===== config.mk =====
export PLATFORM = sky130hd
export DESIGN_NAME = mem_access_stage
export DESIGN_NICKNAME = d
export VERILOG_FILES = /design/src/rtl/mem_access_stage.sv
export SDC_FILE = /design/constraint.sdc
export NUM_CORES = 1
export LEC_CHECK = 0
export ABC_AREA = 1
export CAP_MARGIN = 40
export CORE_UTILIZATION = 37
export CTS_CLUSTER_SIZE = 16
export DETAILED_ROUTE_END_ITERATION = 6
export PLACE_DENSITY_LB_ADDON = 0.08
export SLEW_MARGIN = 15
export SYNTH_ARGS = -nofsm -noshare
export SYNTH_HDL_FRONTEND = slang
export SYNTH_SLANG_ARGS = --single-unit
export TNS_END_PERCENT = 30

===== constraint.sdc =====
create_clock -name clk -period 1.6 [get_ports clk]
set_clock_uncertainty 0.2 [all_clocks]
set_input_delay 0.32 -clock clk [delete_from_list [all_inputs] [get_ports clk]]
set_output_delay 0.32 -clock clk [all_outputs]
set_load 0.05 [all_outputs]

===== src/rtl/mem_access_stage.sv =====
// Memory-access pipeline stage: turns execute results into data-memory requests
// and produces a one-cycle writeback pulse with error status.
module mem_access_stage #(
    parameter  int unsigned TIMEOUT_CYCLES = 255,
    localparam int unsigned XLEN           = 64,
    localparam int unsigned AW             = 32,
    localparam int unsigned DW             = 32,
    localparam int unsigned RW             = 5,
    localparam int unsigned EW             = 2
) (
    input  logic            clk,
    input  logic            reset,
    input  logic            in_valid,
    output logic            in_ready,
    input  logic [XLEN-1:0] alu_result,
    input  logic [DW-1:0]   store_data,
    input  logic            mem_read,
    input  logic            mem_write,
    input  logic            reg_write,
    input  logic [RW-1:0]   dest_reg,
    output logic            dmem_req,
    output logic            dmem_we,
    output logic [AW-1:0]   dmem_addr,
    output logic [DW-1:0]   dmem_wdata,
    input  logic            dmem_ack,
    input  logic [DW-1:0]   dmem_rdata,
    output logic            wb_valid,
    output logic            wb_en,
    output logic [RW-1:0]   wb_addr,
    output logic [DW-1:0]   wb_data,
    output logic [EW-1:0]   err
);

    localparam int unsigned CNT_W = 8;

    localparam logic [EW-1:0] ERR_NONE     = 2'b00;
    localparam logic [EW-1:0] ERR_MISALIGN = 2'b01;
    localparam logic [EW-1:0] ERR_TIMEOUT  = 2'b10;
    localparam logic [EW-1:0] ERR_ILLEGAL  = 2'b11;

    typedef enum logic {
        S_IDLE   = 1'b0,
        S_ACCESS = 1'b1
    } state_t;

    state_t          r_state;
    state_t          w_state_nxt;

    logic [CNT_W-1:0] r_cnt,       w_cnt_nxt;
    logic             r_req,       w_req_nxt;
    logic             r_we,        w_we_nxt;
    logic [AW-1:0]    r_addr,      w_addr_nxt;
    logic [DW-1:0]    r_wdata,     w_wdata_nxt;
    logic             r_is_load,   w_is_load_nxt;
    logic             r_reg_write, w_reg_write_nxt;
    logic [RW-1:0]    r_dest,      w_dest_nxt;
    logic             r_wb_valid,  w_wb_valid_nxt;
    logic             r_wb_en,     w_wb_en_nxt;
    logic [RW-1:0]    r_wb_addr,   w_wb_addr_nxt;
    logic [DW-1:0]    r_wb_data,   w_wb_data_nxt;
    logic [EW-1:0]    r_err,       w_err_nxt;

    logic             w_accept;
    logic             w_is_mem;
    logic             w_illegal;
    logic             w_misaligned;
    logic             w_start_access;
    logic [CNT_W-1:0] w_cnt_inc;
    logic             w_timeout;
    logic             w_unused_alu_hi;

    assign w_unused_alu_hi = ^alu_result[XLEN-1:AW];

    assign in_ready       = (r_state == S_IDLE);
    assign w_accept       = in_valid && (r_state == S_IDLE);
    assign w_is_mem       = mem_read || mem_write;
    assign w_illegal      = mem_read && mem_write;
    assign w_misaligned   = w_is_mem && (alu_result[1:0] != 2'b00);
    assign w_start_access = w_accept && w_is_mem && !w_illegal && !w_misaligned;
    assign w_cnt_inc      = r_cnt + CNT_W'(1);
    // An ack in the final wait cycle wins over the timeout.
    assign w_timeout      = (r_state == S_ACCESS) && !dmem_ack
                            && (w_cnt_inc == CNT_W'(TIMEOUT_CYCLES));

    always_ff @(posedge clk or negedge reset) begin
        if (!reset) begin
            r_state <= S_IDLE;
        end else begin
            r_state <= w_state_nxt;
        end
    end

    always_comb begin
        w_state_nxt = r_state;
        case (r_state)
            S_IDLE: begin
                if (w_start_access) begin
                    w_state_nxt = S_ACCESS;
                end
            end
            S_ACCESS: begin
                if (dmem_ack || w_timeout) begin
                    w_state_nxt = S_IDLE;
                end
            end
            default: w_state_nxt = S_IDLE;
        endcase
    end

    // Next values for the registered request, writeback and bookkeeping fields.
    always_comb begin
        w_cnt_nxt       = r_cnt;
        w_req_nxt       = r_req;
        w_we_nxt        = r_we;
        w_addr_nxt      = r_addr;
        w_wdata_nxt     = r_wdata;
        w_is_load_nxt   = r_is_load;
        w_reg_write_nxt = r_reg_write;
        w_dest_nxt      = r_dest;
        w_wb_valid_nxt  = 1'b0;
        w_wb_en_nxt     = 1'b0;
        w_wb_addr_nxt   = r_wb_addr;
        w_wb_data_nxt   = r_wb_data;
        w_err_nxt       = ERR_NONE;

        case (r_state)
            S_IDLE: begin
                if (w_accept) begin
                    w_dest_nxt      = dest_reg;
                    w_reg_write_nxt = reg_write;
                    w_is_load_nxt   = mem_read;
                    w_wb_addr_nxt   = dest_reg;
                    if (w_illegal) begin
                        w_wb_valid_nxt = 1'b1;
                        w_wb_data_nxt  = alu_result[AW-1:0];
                        w_err_nxt      = ERR_ILLEGAL;
                    end else if (w_misaligned) begin
                        w_wb_valid_nxt = 1'b1;
                        w_wb_data_nxt  = alu_result[AW-1:0];
                        w_err_nxt      = ERR_MISALIGN;
                    end else if (w_is_mem) begin
                        w_req_nxt   = 1'b1;
                        w_we_nxt    = mem_write;
                        w_addr_nxt  = alu_result[AW-1:0];
                        w_wdata_nxt = store_data;
                        w_cnt_nxt   = '0;
                    end else begin
                        w_wb_valid_nxt = 1'b1;
                        w_wb_en_nxt    = reg_write && (dest_reg != '0);
                        w_wb_data_nxt  = alu_result[AW-1:0];
                    end
                end
            end
            S_ACCESS: begin
                if (dmem_ack) begin
                    w_req_nxt      = 1'b0;
                    w_we_nxt       = 1'b0;
                    w_wb_valid_nxt = 1'b1;
                    w_wb_en_nxt    = r_is_load && r_reg_write && (r_dest != '0);
                    if (r_is_load) begin
                        w_wb_data_nxt = dmem_rdata;
                    end
                end else if (w_timeout) begin
                    w_req_nxt      = 1'b0;
                    w_we_nxt       = 1'b0;
                    w_wb_valid_nxt = 1'b1;
                    w_err_nxt      = ERR_TIMEOUT;
                end else begin
                    w_cnt_nxt = w_cnt_inc;
                end
            end
            default: begin
                w_req_nxt = 1'b0;
                w_we_nxt  = 1'b0;
            end
        endcase
    end

    always_ff @(posedge clk or negedge reset) begin
        if (!reset) begin
            r_cnt       <= '0;
            r_req       <= 1'b0;
            r_we        <= 1'b0;
            r_addr      <= '0;
            r_wdata     <= '0;
            r_is_load   <= 1'b0;
            r_reg_write <= 1'b0;
            r_dest      <= '0;
            r_wb_valid  <= 1'b0;
            r_wb_en     <= 1'b0;
            r_wb_addr   <= '0;
            r_wb_data   <= '0;
            r_err       <= ERR_NONE;
        end else begin
            r_cnt       <= w_cnt_nxt;
            r_req       <= w_req_nxt;
            r_we        <= w_we_nxt;
            r_addr      <= w_addr_nxt;
            r_wdata     <= w_wdata_nxt;
            r_is_load   <= w_is_load_nxt;
            r_reg_write <= w_reg_write_nxt;
            r_dest      <= w_dest_nxt;
            r_wb_valid  <= w_wb_valid_nxt;
            r_wb_en     <= w_wb_en_nxt;
            r_wb_addr   <= w_wb_addr_nxt;
            r_wb_data   <= w_wb_data_nxt;
            r_err       <= w_err_nxt;
        end
    end

    assign dmem_req   = r_req;
    assign dmem_we    = r_we;
    assign dmem_addr  = r_addr;
    assign dmem_wdata = r_wdata;
    assign wb_valid   = r_wb_valid;
    assign wb_en      = r_wb_en;
    assign wb_addr    = r_wb_addr;
    assign wb_data    = r_wb_data;
    assign err        = r_err;

endmodule


# Word-level counts from Yosys, hierarchy flattened
# Cells that the tools add are included.
# op_classes
n_addsub,1
n_mux,48
n_bitwise,3
n_eq_ne,11
n_reduce_logical,24
# op_table
cell,count
$mux W32,6
$pmux W32 S2,1
$mux W8,6
$mux W1,24
$pmux W8 S2,1
$logic_and A1 B1 Y1,11
$ne A2 B2 Y1 const B,5
$pmux W1 S2,5
$reduce_and A5 Y1,2
$reduce_bool A5 Y1,2
$add A8 B1 Y8 const B,1
$eq A8 B8 Y1 const B,1
$mux W2,4
$ne A2 B1 Y1 const B,3
$reduce_and A6 Y1,1
$ne A4 B2 Y1 const B,1
$pmux W2 S2,1
$reduce_and A4 Y1,1
$logic_not A1 Y1,3
$ne A3 B2 Y1 const B,1
$not A1 Y1,3
$logic_or A1 B1 Y1,2
$reduce_and A2 Y1,1
$reduce_bool A2 Y1,1
# word_totals
elab_cells,100
regBits,118

# Longest topological paths before layout
# Gate-level depths: netlist (run 1).
# logic_depth
depth_word,7
ltp_mapped,12
ltp_nobuf,12

# Least setup slack after synthesis (run 1)
# OpenSTA, ideal clock, no wires.
# synth_path
path_type,flip-flop to flip-flop
startpoint,reg r_state
endpoint,reg r_req (netlist: dmem_req)
arrival_time_ns,1.633
n_path_buf,2
period_less_slack_ns,1.898
setup_time_ns,0.064
path_stages_with_launch,8
slack_ns,-0.298
path_cell_list,dfrtp_1 > buf_6 > inv_2 > clkbuf_1 > nand2_1 > nand2_4 > nand2_2 > nand2_2
# synth_between
elab_chain_cells,4
word_cells_on_any_way,11
classes_between,eq/ne: 5; mux: 1; bitwise: 1; reduce/logical: 4
# synth_rtl
element,line,source
start: declaration,46,state_t r_state;
start signal: assignment,89,r_state <= w_state_nxt;
$not A1 Y1 (no line) (*),--,
net in_ready,14,"output logic in_ready,"
$logic_and A1 B1 Y1,75,assign w_accept = in_valid && (r_state == S_IDLE);
$ne A2 B1 Y1 (no line),--,
$reduce_and A5 Y1 (no line),--,
end signal: assignment,196,r_req <= w_req_nxt;
end: declaration,50,"logic r_req, w_req_nxt;"
# The timed path passes the listed nets; every way through them passes the cells marked *.
# A chain may end at the register's enable or synchronous reset.

# Final worst setup path (run 1)
# layout_path
startpoint,reg r_cnt[0]
endpoint,reg r_cnt[5]
# layout_between
elab_chain_cells,5
word_cells_on_any_way,8
classes_between,add/sub: 1; eq/ne: 2; mux: 3; reduce/logical: 2
# layout_rtl
element,line,source
start: declaration,49,"logic [CNT_W-1:0] r_cnt, w_cnt_nxt;"
start signal: assignment,195,r_cnt <= w_cnt_nxt;
$add A8 B1 Y8 (*),80,assign w_cnt_inc = r_cnt + CNT_W'(1);
$eq A8 B8 Y1,83,&& (w_cnt_inc == CNT_W'(TIMEOUT_CYCLES));
$logic_and A1 B1 Y1,83,
$ne A2 B2 Y1 (no line),--,
$reduce_and A6 Y1 (no line),--,
# Mark *: on every way between the ends. The rest lies on a longest branch, timed or not. The select of a mux whose other input is x is not followed.

==> results of run 1 <==
what timing repair did:
| action | 4_1_cts | 5_1_grt |
|---|---|---|
| cloned | 7 | 4 |
| endpoints found under the setup margin | 107 | 110 |
| buffers inserted | 11 | 9 |
| hold endpoints to repair | 49 | 0 |
| pin swaps | 20 | 5 |
| hold buffers | 1 | 0 |
| gates resized for setup | 45 | 37 |
cell usage in the layout, fill, tap and decap left out, drive strengths merged:
cell and count:
ha 2, inv 25, nand2 236, nor3 2, xnor2 1, o211ai 1, a21oi 4, nand4 8
clkinvlp 1, nand3 48, bufinv 4, bufbuf 1, clkinv 5, o21ai 36, dfrtp 118, o31ai 2
o21bai 2, clkbuf 26, dlygate4sd3 1, o21a 30, buf 170, nor2 18, clkdlybuf4s50 102, dlygate4sd2 4
nor3b 1, a21boi 1
cells in the mapped netlist, drive strengths merged:
| library cell | number | area share |
|---|---|---|
| buf | 18 | 0.025 |
| inv | 25 | 0.018 |
| a21boi | 1 | 0.0022 |
| nor3b | 1 | 0.0015 |
| ha | 2 | 0.0049 |
| o21ai | 36 | 0.035 |
| o21a | 30 | 0.044 |
| nand4 | 8 | 0.0099 |
| a21oi | 4 | 0.0039 |
| o21bai | 2 | 0.0030 |
| nor3 | 2 | 0.0020 |
| dfrtp | 118 | 0.58 |
| nand3 | 48 | 0.050 |
| nor2 | 18 | 0.019 |
| xnor2 | 1 | 0.0017 |
| nand2 | 236 | 0.18 |
| clkinv | 1 | 0.00074 |
| clkbuf | 11 | 0.0081 |
| o31ai | 2 | 0.0030 |
| o211ai | 1 | 0.0015 |
cells by family after synthesis:
group	Yosys count
simple gates	313
fa+ha+maj	2
flops	118
compound gates	76
buf+inv	55
xor+xnor	1
per-layer routing:
layer	GRT usage	vias up	wire length [um]
met5	0	-	0
met4	0.1321	0	580
met3	0.08621	40	1258
met2	0.4281	169	9192
met1	0.2722	2447	6836
li1	-	2371	-
final timing paths:
kind                                       start                        end  slack [ps]  depth (start not counted)
min                                     mem_read      r_is_load$_DFFE_PN0P_         130                          3
max                         r_cnt[0]$_DFFE_PN0P_       r_cnt[5]$_DFFE_PN0P_        -240                         10
max reg2reg                 r_cnt[0]$_DFFE_PN0P_       r_cnt[5]$_DFFE_PN0P_        -240                         10
min reg2reg                r_is_load$_DFFE_PN0P_      r_is_load$_DFFE_PN0P_         300                          2
min in group asynchronous                  reset     wb_addr[1]$_DFFE_PN0P_         190                          2
max in group asynchronous                  reset  dmem_addr[17]$_DFFE_PN0P_         470                          3
layout make-up:
| cell class | instances | area, um2 |
|---|---|---|
| clock inverter | 9 | 147.6 |
| timing repair buffer | 281 | 4128 |
| multi-input combinational | 392 | 2066 |
| sequential | 118 | 2954 |
| tap | 176 | 220.2 |
| inverter | 26 | 105.1 |
| fill | 891 | 3197 |
| clock buffer | 23 | 478.0 |
state kept, by name, summed over array words and instances (netlist names), 2 cells and up:
| signal | flops |
|---|---|
| dmem_wdata | 32 |
| wb_addr | 5 |
| dmem_addr | 32 |
| err | 2 |
| r_cnt | 8 |
| wb_data | 32 |
worst max-delay path, delay by kind of cell (launching register included):
kind | cells | cell delay (ps)
flip-flops | 1 | 430
adder cells (fa/ha/maj) | 1 | 200
AND/OR/NAND/NOR | 8 | 740
buffers and inverters | 1 | 140
per-stage QoR:
stage | hold WS [ps] | setup slack (ps) | total power [mW]
after detailed placement | 81.03 | -596.3 | 9.538
after CTS | 100.0 | -201.3 | 13.75
after floorplan | -175.6 | -95.45 | 6.383
after global routing | 129.1 | -326.7 | 14.30
after global placement | 73.09 | -559.2 | 9.443
final | 133.6 | -237.4 | 13.84
power by group:
group	switching, mW	internal (mW)	leakage (nW)
combinational	2.87	2.76	2.94
sequential	0.629	3.53	1.45
clock	1.33	2.72	0.307
total	4.83	9.01	4.71
==> flow_metrics.py, run 1 <==
metrics = {
    "layout": {
        "area_growth_pct": 98.74,
        "layout-drive-gt1-share": 0.3227,
        "final_area_um2": 10100,
        "final_util": 0.7596,
        "final_cells": 1025,
        "antenna-diode-count": 0,
        "nNetsFinal": 978,
    },
    "run": {
        "maxCapViolations": 0,
    },
    "status": {
        "status": "finished, violations left",
        "violations": "negative setup slack",
    },
    "synthesis": {
        "syn_nets": 707,
        "synth_area_um2": 5081,
        "synth-xor-area-share": 0.001724,
        "yosys_warnings": 0,
        "avgSynthCellArea_um2": 8.993,
        "synth_top_family_by_area": "simple AND/OR/NAND/NOR gates",
        "muxShareOfSynthArea": 0,
        "ys_ff_latch": 118,
        "syn-instance-count": 565,
        "synth-adder-area-share": 0.004925,
        "ys_types": 29,
        "yosysSeqAreaShare": 0.5811,
        "synth-simple-area-share": 0.2662,
        "synth_compound_area_frac": 0.09333,
    },
    "route": {
        "drt_iter0_drc": 203,
        "routed_wl_um": 17870,
        "antenna_left": 0,
        "firstDrtPassIters": 4,
        "drc": 0,
        "post_drt_wl_per_cell_um": 17.43,
        "vias": 5027,
        "vias_per_cell": 4.904,
    },
    "clocking": {
        "cts_root_buf": "clkbuf_16",
        "clkTransAtPathRegs_ps": 50,
        "cts_buffer_depth": 2,
        "cts_sinks": 118,
        "cts_tree": "done",
        "cts-buffers-inserted": 17,
        "clk_latency_ps": 410,
        "cts_max_level": 4,
    },
    "placement": {
        "dpl_cell_area_um2": 8768,
        "dp.cells": 963,
        "numPortBuffers": 215,
        "dpl.hpwl_um": 11440,
        "gp_congestion": 0.8271,
    },
    "worst_setup_path": {
        "crit_path_end_kind": "register",
        "path_cells": "ha_4 -> nand2_2 -> nand2_2 -> nor2_1 -> nand3_1 -> nor2_4 -> nand2_4 -> buf_12 -> nand4_1 -> nand2_1",
        "cp_data_required_time_ps": 1700,
        "max_stage_delay_ps": 430,
        "arrival_ps": 1940,
        "cpMaxStageDelayCell": "dfrtp_1",
        "critPathMaxFanout": 8,
        "critPathMostFrequentCell": "nand2_2",
        "setup.worst_path.start_class": "register",
        "crit_type": "reg -> reg",
    },
    "global_routing": {
        "grt_pass1_vias": 5287,
        "grt_pass1_wl_um": 26880,
        "antenna_found_initial": 0,
        "grt_max_degree": 37,
        "gr-usage-all-layers": 0.2502,
        "gr-total-overflow": 0,
    },
    "timing": {
        "finalSetupViolCount": 76,
        "fmax_ghz": 0.5443,
        "min_period_over_period": 1.148,
        "worst_slack_ps": -237.4,
        "hold_viol": 0,
        "min_period_ps": 1837,
        "tightest_slew_ps": 474.2,
        "relSlewSlack": 0.6827,
        "rsz0062_at_grt": "yes",
        "drv_slew": 0,
        "fin_setup_tns_ps": -7677,
    },
    "floorplanning": {
        "core_area_um2": 13300,
        "num_rows": 42,
        "initial_core_util": 0.3822,
        "die-area_um2": 14210,
        "die_w_um": 119.2,
        "die_h_um": 119.2,
        "io-pin-count": 248,
    },
    "pwr": {
        "p_leak_nw": 4.705,
        "peakVddDrop_uv": 852.0,
        "power_density_nw_per_um2": 1370,
    },
    "min_path": {
        "hp-class": "in -> reg",
    },
}
Power figures use the tool's default switching activity.
==> run 2: changes to the inputs <==
--- a/config.mk
+++ b/config.mk
@@ -8,9 +8,10 @@
 export ABC_AREA = 1
 export CAP_MARGIN = 40
 export CORE_UTILIZATION = 37
-export CTS_CLUSTER_SIZE = 16
+export CTS_CLUSTER_SIZE = 20
 export DETAILED_ROUTE_END_ITERATION = 6
 export PLACE_DENSITY_LB_ADDON = 0.08
+export REMOVE_ABC_BUFFERS = 1
 export SLEW_MARGIN = 15
 export SYNTH_ARGS = -nofsm -noshare
 export SYNTH_HDL_FRONTEND = slang
==> flow_metrics.py, run 2 (same netlist as run 1, synthesis figures left out) <==
metrics = {
    "worst_setup_path": {
        "crit_type": "reg -> reg",
        "setup.worst_path.start_class": "register",
        "critPathMaxFanout": 4,
        "worst-path-buf-inv": 1,
        "crit_path_end_kind": "register",
        "path_cells": "ha_4 -> nand2_1 -> nand2_2 -> nor2_2 -> nand3_2 -> nor2_4 -> nand2_4 -> buf_4 -> nand4_1 -> nand2_1",
        "critPathMostFrequentCell": "nand2_1",
        "cp_data_required_time_ps": 1700,
        "critical-path-top-delay-family": "simple AND/OR/NAND/NOR gates",
        "cpMaxStageDelayCell": "dfrtp_2",
        "max_stage_delay_ps": 440,
        "arrival_ps": 1960,
    },
    "clocking": {
        "clkTransAtPathRegs_ps": 50,
        "cts-buffers-inserted": 17,
        "cts_tree": "done",
        "cts_max_level": 4,
        "clk_latency_ps": 410,
        "cts_sinks": 118,
        "cts_buffer_depth": 2,
        "cts_root_buf": "clkbuf_16",
    },
    "floorplanning": {
        "num_rows": 42,
        "initial_core_util": 0.3822,
        "core_area_um2": 13300,
        "die_h_um": 119.2,
        "die_w_um": 119.2,
        "io-pin-count": 248,
        "die-area_um2": 14210,
    },
    "global_routing": {
        "grt-busiest-layer": "met2",
        "gr-usage-met1": 0.3183,
        "antenna_found_initial": 0,
        "gr-usage-met3": 0.07854,
        "grt_max_degree": 87,
        "use_met2": 0.4568,
        "gr-total-overflow": 0,
        "grt_pass1_vias": 5509,
        "gr-usage-all-layers": 0.2706,
        "grt_pass1_wl_um": 29080,
    },
    "pwr": {
        "power_mw": 13.42,
        "power_density_nw_per_um2": 1328,
        "p_leak_nw": 4.776,
        "peakVddDrop_uv": 874.6,
    },
    "route": {
        "drc": 0,
        "antenna_left": 0,
        "vias_per_cell": 5.013,
        "drt_iter0_drc": 359,
        "post_drt_wl_per_cell_um": 18.19,
        "vias": 5153,
        "routed_wl_um": 18700,
        "firstDrtPassIters": 5,
    },
    "layout": {
        "layout-drive-gt1-share": 0.3239,
        "antenna-diode-count": 0,
        "layout_commonest_cell": "nand2_1",
        "layout_common_cells": "nand2_1 (203), buf_12 (119), dfrtp_1 (116)",
        "nNetsFinal": 985,
        "area_growth_pct": 98.87,
        "final_util": 0.7600,
    },
    "timing": {
        "whs_ps": 144.5,
        "min_period_ps": 1858,
        "tightest_slew_ps": 482.2,
        "fin_setup_tns_ps": -6802,
        "finalSetupViolCount": 88,
        "fmax_ghz": 0.5383,
        "rsz0062_at_grt": "yes",
        "relSlewSlack": 0.6785,
        "drv_slew": 0,
        "worst_slack_ps": -257.7,
        "min_period_over_period": 1.161,
        "hold_viol": 0,
    },
    "placement": {
        "numPortBuffers": 215,
        "dpl.hpwl_um": 11540,
        "gp_congestion": 0.8141,
        "pre_cts_ws_ps": -588.7,
    },
    "min_path": {
        "hp-class": "in -> reg",
    },
    "run": {
        "maxCapViolations": 0,
    },
    "status": {
        "status": "finished, violations left",
        "violations": "negative setup slack",
    },
}
-- run 2: worst paths after layout --
path,from,end,cells after the start,slack [ps]
max,r_cnt[0]$_DFFE_PN0P_,r_cnt[0]$_DFFE_PN0P_,10,-260
min,mem_read,r_is_load$_DFFE_PN0P_,3,140
max reg2reg,r_cnt[0]$_DFFE_PN0P_,r_cnt[0]$_DFFE_PN0P_,10,-260
min reg2reg,r_is_load$_DFFE_PN0P_,r_is_load$_DFFE_PN0P_,2,310
max in group asynchronous,reset,r_state$_DFF_PN0_,3,520
min in group asynchronous,reset,dmem_wdata[1]$_DFFE_PN0P_,3,280
-- run 2: final cells by class --
| cell class | count | area [um2] |
|---|---|---|
| timing repair buffer | 288 | 4198 |
| fill | 871 | 3191 |
| sequential | 118 | 2955 |
| multi-input combinational | 392 | 2069 |
| clock buffer | 24 | 511.7 |
| tap | 176 | 220.2 |
| inverter | 26 | 105.1 |
| clock inverter | 4 | 45.04 |
-- run 2: worst min-delay path, delay by kind of cell --
kind                   cells  cell delay [ps]
AND/OR/NAND/NOR            2              140
buffers and inverters      1              250
-- run 2: through the flow --
stage,instance area [um2],std cells
after CTS,9877,1018
after global placement,8757,967
after detailed placement,8757,967
final,10100,1028
after floorplan,4911,536
after global routing,10100,1028
-- run 2: timing repair --
action | in CTS | in global routing
pin swaps | 29 | 23
resized for setup | 74 | 46
setup buffers | 10 | 11
endpoints found under the hold margin | 118 | 0
cloned | 12 | 2
hold buffers | 1 | 0
endpoints found under the setup margin | 108 | 110
-- run 2: layer usage --
metal | routed length (um) | vias to the layer above
li1 | - | 2386
met3 | 1394 | 36
met1 | 7057 | 2512
met2 | 9710 | 219
met4 | 532 | 0
met5 | 0 | -
-- run 2: report_power, final --
group | switching (mW) | internal (mW) | total (mW)
registers | 0.642 | 3.53 | 4.17
logic | 2.90 | 2.74 | 5.65
clock network | 1.26 | 2.34 | 3.60
total | 4.81 | 8.61 | 13.4
==> variant 1 (flow settings as in run 2) <==
Make the reset (`reset`) synchronous in 2 clocked blocks.
--- a/src/rtl/mem_access_stage.sv
+++ b/src/rtl/mem_access_stage.sv
@@ -84,3 +84,3 @@
 
-    always_ff @(posedge clk or negedge reset) begin
+    always_ff @(posedge clk) begin
         if (!reset) begin
@@ -178,3 +178,3 @@
 
-    always_ff @(posedge clk or negedge reset) begin
+    always_ff @(posedge clk) begin
         if (!reset) begin
Function: differs if reset is asserted again (counterexample within 4 cycles, from zero or initial values and one cycle with reset low); with reset held inactive, the same outputs for 4 cycles.
==> variant 1 against run 2 <==
The flow finishes with violations (hold timing, setup timing). Critical path depth up 1. Via count increased by 8.7%. Area after synthesis down 10%. Cell area decreased by 2.0%. Sequential share of layout area shrank 5.3 points. Count of clock-buffer cells in the layout is the same. Worst setup slack improved by 0.0011 ns. Sequential cell count did not move. Wire length is 6.4% higher. Critical path type unchanged.
Power is not compared: it rests on default switching activity, and its combinational part moved more than twofold at a synthesized area within 25%.
==> variant 1: results (changes against run 2) <==
- Pre-CTS WS: -0.682 ns (was -0.589 ns)
- Async SR Flop Fraction: 0 (was 1.00)
- P per Cell Area: 938 nW/µm²
- Leak Pwr: 3.94 nW
- Worst Setup Start Kind: flip-flop (unchanged)
- CP max stage delay: 0.38 ns (was 0.44 ns)
- # fillers: 675 (was 871)
- Number of buffers created by CTS: 17 (unchanged)
- Synth Area in Compound Gates: 0.176 (was 0.0933)
- ANT cells: 0 (unchanged)
- Ranking of synthesized cells by area: dfxtp_1, nor2_1, o21ai_0 (was dfrtp_1, nand2_1, nand3_1)
- Status: complete, but fails checks (unchanged)
- Cell internal pwr: 6.69 mW
- Vias in the first global route: 5,207 (was 5,509)
- Yosys warning count: 0 (unchanged)
- CTS root buf: clkbuf_16 (unchanged)
- Iteration-0 DRC Markers: 475 (was 359)
- Multi-input gate area: 2440 µm² (was 2070 µm²)
- Post-synthesis sequential area ratio: 0.517 (was 0.581)
- Via count: 5,599 (was 5,153)
- Mux cell area share after synthesis: 0 (unchanged)
- Min Hold Slack: -0.00310 ns (was 0.144 ns)
- Final hold violations: 1 (was 0)
- Register share of total power: 0.353
- Non-filler cells, final: 1,045 (was 1,028)
- Ys flop type: dfxtp_1 (was dfrtp_1)
- Slew @ Worst Pin: 0.552 ns (was 0.482 ns)
- WL/cell: 19.0 µm (was 18.2 µm)
- Dpl cells: 973 (was 967)
- Failing checks: hold timing, setup timing (was setup timing)
- Hold path depth: 3 (unchanged)
- Final setup vio count: 54 (was 88)
- Post-synth cell types: 25 (was 29)
- Worst-path fanout max: 6 (was 4)
- Number of gates resized after CTS: 60 (was 74)
- CP top delay family: simple AND/OR/NAND/NOR gates (unchanged)
- Xor/xnor share of the synthesized area: 0.00192 (was 0.00172)
- Slowest CP cell: dfxtp_4 (was dfrtp_2)
- Worst path arrival time: 2.00 ns (was 1.96 ns)
- Total GRT Usage: 0.276 (was 0.271)
- HPWL after DPL: 11.5 mm (about the same)
- Final Wtd Congestion: 0.836 (was 0.814)
- Synth top cells by count: nor2_1, dfxtp_1, o21ai_0 (was nand2_1, dfrtp_1, nand3_1)
- Largest net degree at the start of global routing: 40 (was 87)
- Clk pwr share: 0.411
- HP Class: input port to flip-flop (unchanged)
- Critical R2R Launch: r_cnt[0] (unchanged)
- Worst flop-to-flop path endpoint: r_cnt[5] (was r_cnt[0])
- Final setup margin: -0.257 ns (was -0.258 ns)
- WS Path Type: flip-flop to flip-flop (unchanged)
- Worst reg-to-reg path cell count: 11 (was 10)
- First-pass GRT wire length: 27.0 mm (was 29.1 mm)
- Peak supply drop: 521 µV
- Layout cells sized above 1: 0.351 (was 0.324)
- Dpl cell area: 8230 µm² (was 8760 µm²)
- Setup_tns: -4.27 ns (was -6.80 ns)
- Post-CTS setup buffers: 13 (was 10)
- Post-synthesis adder-cell area fraction: 0.00548 (was 0.00492)
- Avg Inst Size Synth: 7.52 µm² (was 8.99 µm²)
- Min-Delay Endpoint: r_is_load (unchanged)
variant 1: cell types whose count changed in the layout (fill, tap and decap cells not counted), moves of 24 or more:
cell	run 2	this run
dfrtp_1	116	0
nand3_1	37	5
o21a_1	30	0
dfxtp_1	0	113
o21ai_0	17	76
nor2_1	9	127
a31oi_1	0	24
nand2_1	203	84
variant 1: final cells by class:
type	count	share of cell area
clock buffer	24	0.0507
timing repair buffer	297	0.427
clock inverter	8	0.00960
tap	147	0.0186
multi-input combinational	437	0.246
inverter	13	0.00771
sequential	118	0.240
timing repair inverter	1	0.000632
variant 1: layer usage:
layer | up-vias | track usage | routed length (µm)
met3 | 54 | 0.0723 | 1380
met5 | - | 0 | 0
met4 | 0 | 0.114 | 632
met2 | 283 | 0.497 | 10000
met1 | 2685 | 0.308 | 7870
li1 | 2577 | - | -
variant 1: kinds of logic (layout without fill, tap and decap cells):
group	count (synthesis)	count (layout)
fa+ha+maj	2	2
flops	118	118
compound gates	152	152
buf+inv	53	343
simple gates	281	282
xor+xnor	1	1
==> variant 2 (config.mk and constraints of run 2) <==
Without the edit above. Change the localparam `RW` from 5 to 4.
--- a/src/rtl/mem_access_stage.sv
+++ b/src/rtl/mem_access_stage.sv
@@ -7,3 +7,3 @@
     localparam int unsigned DW             = 32,
-    localparam int unsigned RW             = 5,
+    localparam int unsigned RW             = 4,
     localparam int unsigned EW             = 2
Ports: changed (resized dest_reg and wb_addr); port bits go from 248 to 246. The function was not compared with the original's and may differ.
==> variant 2 against run 2 <==
The flow still finishes with violations (setup timing). Wire length shrank 2.1%. Area after synthesis shrank 1.8%. Power grew 2.5%. Cell area shrank 0.84%. Sequential share of layout area is essentially flat. Non-clock buffer count grew 2. Sequential power shrank 1%. Critical path type unchanged. Clock power grew 9.7%. Sequential cell count shrank 1. Critical endpoint is now r_cnt[6]. Worst setup slack lost 0.066 ns. Via count shrank 1.2%.
==> variant 2: results (changes against run 2) <==
- Clock-cell share of area: 0.0619 (was 0.0551)
- Plain + repair buffers: 290 (was 288)
- HPWL after DPL: 11.4 mm (was 11.5 mm)
- Fin nets: 980 (was 985)
- ANT cells: 0 (unchanged)
- Leak Pwr: 4.70 nW (was 4.78 nW)
- Slew @ Worst Pin: 0.475 ns (was 0.482 ns)
- Pre-CTS WS: -0.629 ns (was -0.589 ns)
- Final Wtd Congestion: 0.809 (was 0.814)
- Number of buffers created by CTS: 17 (unchanged)
- CLK BUF: 23 (was 24)
- Avg Inst Size Synth: 8.94 µm² (was 8.99 µm²)
- Routed vias/inst: 4.95 (was 5.01)
- Worst-path fanout max: 5 (was 4)
- Vias in the first global route: 5,223 (was 5,509)
- Peak supply drop: 780 µV (was 875 µV)
- Status: complete, but fails checks (unchanged)
- # fillers: 838 (was 871)
- Post-synthesis sequential area ratio: 0.587 (was 0.581)
- Yosys warning count: 0 (unchanged)
- Largest net degree at the start of global routing: 86 (was 87)
- Port bufs: 213 (was 215)
- H-tree depth: 4 (unchanged)
- Worst path arrival time: 2.01 ns (was 1.96 ns)
- Reg clk slew, reported paths: 0.05 ns (about the same)
- FF/Latch Area: 2930 µm² (was 2960 µm²)
- Synth top cells by count: nand2_1, dfrtp_1, nand3_1 (unchanged)
- Ranking of synthesized cells by area: dfrtp_1, nand2_1, nand3_1 (unchanged)
- Initial antenna violation count: 0 (unchanged)
- Slowest CP cell: dfrtp_2 (unchanged)
- Clk Latency, worst-skew pair: 0.41 ns (about the same)
- Total GRT Usage: 0.261 (was 0.271)
- Ys flop type: dfrtp_1 (unchanged)
- Post-CTS setup buffers: 24 (was 10)
- Multi-input gate area: 2070 µm² (about the same)
- #FFs+latches synth: 117 (was 118)
- CP top delay family: simple AND/OR/NAND/NOR gates (unchanged)
- Post-synth cell types: 32 (was 29)
- Cts hold-fix bufs: 1 (unchanged)
- Final setup vio count: 63 (was 88)
- Via count: 5,092 (was 5,153)
- Number of gates resized after CTS: 55 (was 74)
- Final setup margin: -0.323 ns (was -0.258 ns)
- Async SR Flop Fraction: 1.00 (unchanged)
- Layout non-clock buf frac: 0.407 (was 0.415)
- Layout cells sized above 1: 0.327 (was 0.324)
- Failing checks: setup timing (unchanged)
- Iteration-0 DRC Markers: 199 (was 359)
- First-pass GRT wire length: 27.8 mm (was 29.1 mm)
- Invs w/o clock: 23 (was 26)
- CP max stage delay: 0.42 ns (was 0.44 ns)
- Multi-input combinational gate total: 390 (was 392)
- Dpl cells: 955 (was 967)
- WL/cell: 17.8 µm (was 18.2 µm)
==> variant 2: routing by layer <==
layer | vias to the layer above | track usage | wire length [µm]
met5 | - | 0 | 0
met2 | 209 | 0.461 | 9580
li1 | 2372 | - | -
met3 | 31 | 0.0820 | 1410
met4 | 0 | 0.0881 | 339
met1 | 2480 | 0.297 | 6980
==> variant 2: power by group <==
part	switching (mW)	internal, mW	total [mW]
Clock	1.31	2.64	3.95
Combinational	2.89	2.79	5.68
Sequential	0.623	3.50	4.13
Total	4.82	8.94	13.8
==> variant 2: stage by stage <==
| step | cell area (µm²) | setup TNS, ns | hold slack, ns |
|---|---|---|---|
| after detailed placement | 8640 | -52.98 | 0.189 |
| final | 10000 | -8.79 | 0.192 |
| after floorplan | 4850 | -163.88 | -0.176 |
| after CTS | 9830 | -7.85 | 0.130 |
| after global routing | 10000 | -12.82 | 0.211 |
| after global placement | 8640 | -47.09 | 0.183 |
==> variant 2: cell families (layout without fill, tap and decap cells) <==
family / after synthesis / in the layout / synth area share
AOI/OAI and AO/OA: 72 / 72 / 0.0908
xor gates and xnor gates: 1 / 1 / 0.00176
buffers and inverters: 51 / 345 / 0.0454
and+or+nand+nor: 315 / 315 / 0.270
DFF: 117 / 117 / 0.587
adders and majority gates: 2 / 2 / 0.00501
==> variant 2: final timing paths <==
check | start | slack (ns) | cells past startpoint | end
min | mem_read | 0.19 | 3 | r_is_load
max in group asynchronous | reset | 0.51 | 3 | r_cnt[3]
max reg2reg | r_cnt[1] | -0.32 | 11 | r_cnt[6]
min in group asynchronous | reset | 0.28 | 3 | dmem_wdata[10]
max | r_cnt[1] | -0.32 | 11 | r_cnt[6]
min reg2reg | dmem_we | 0.32 | 2 | dmem_we
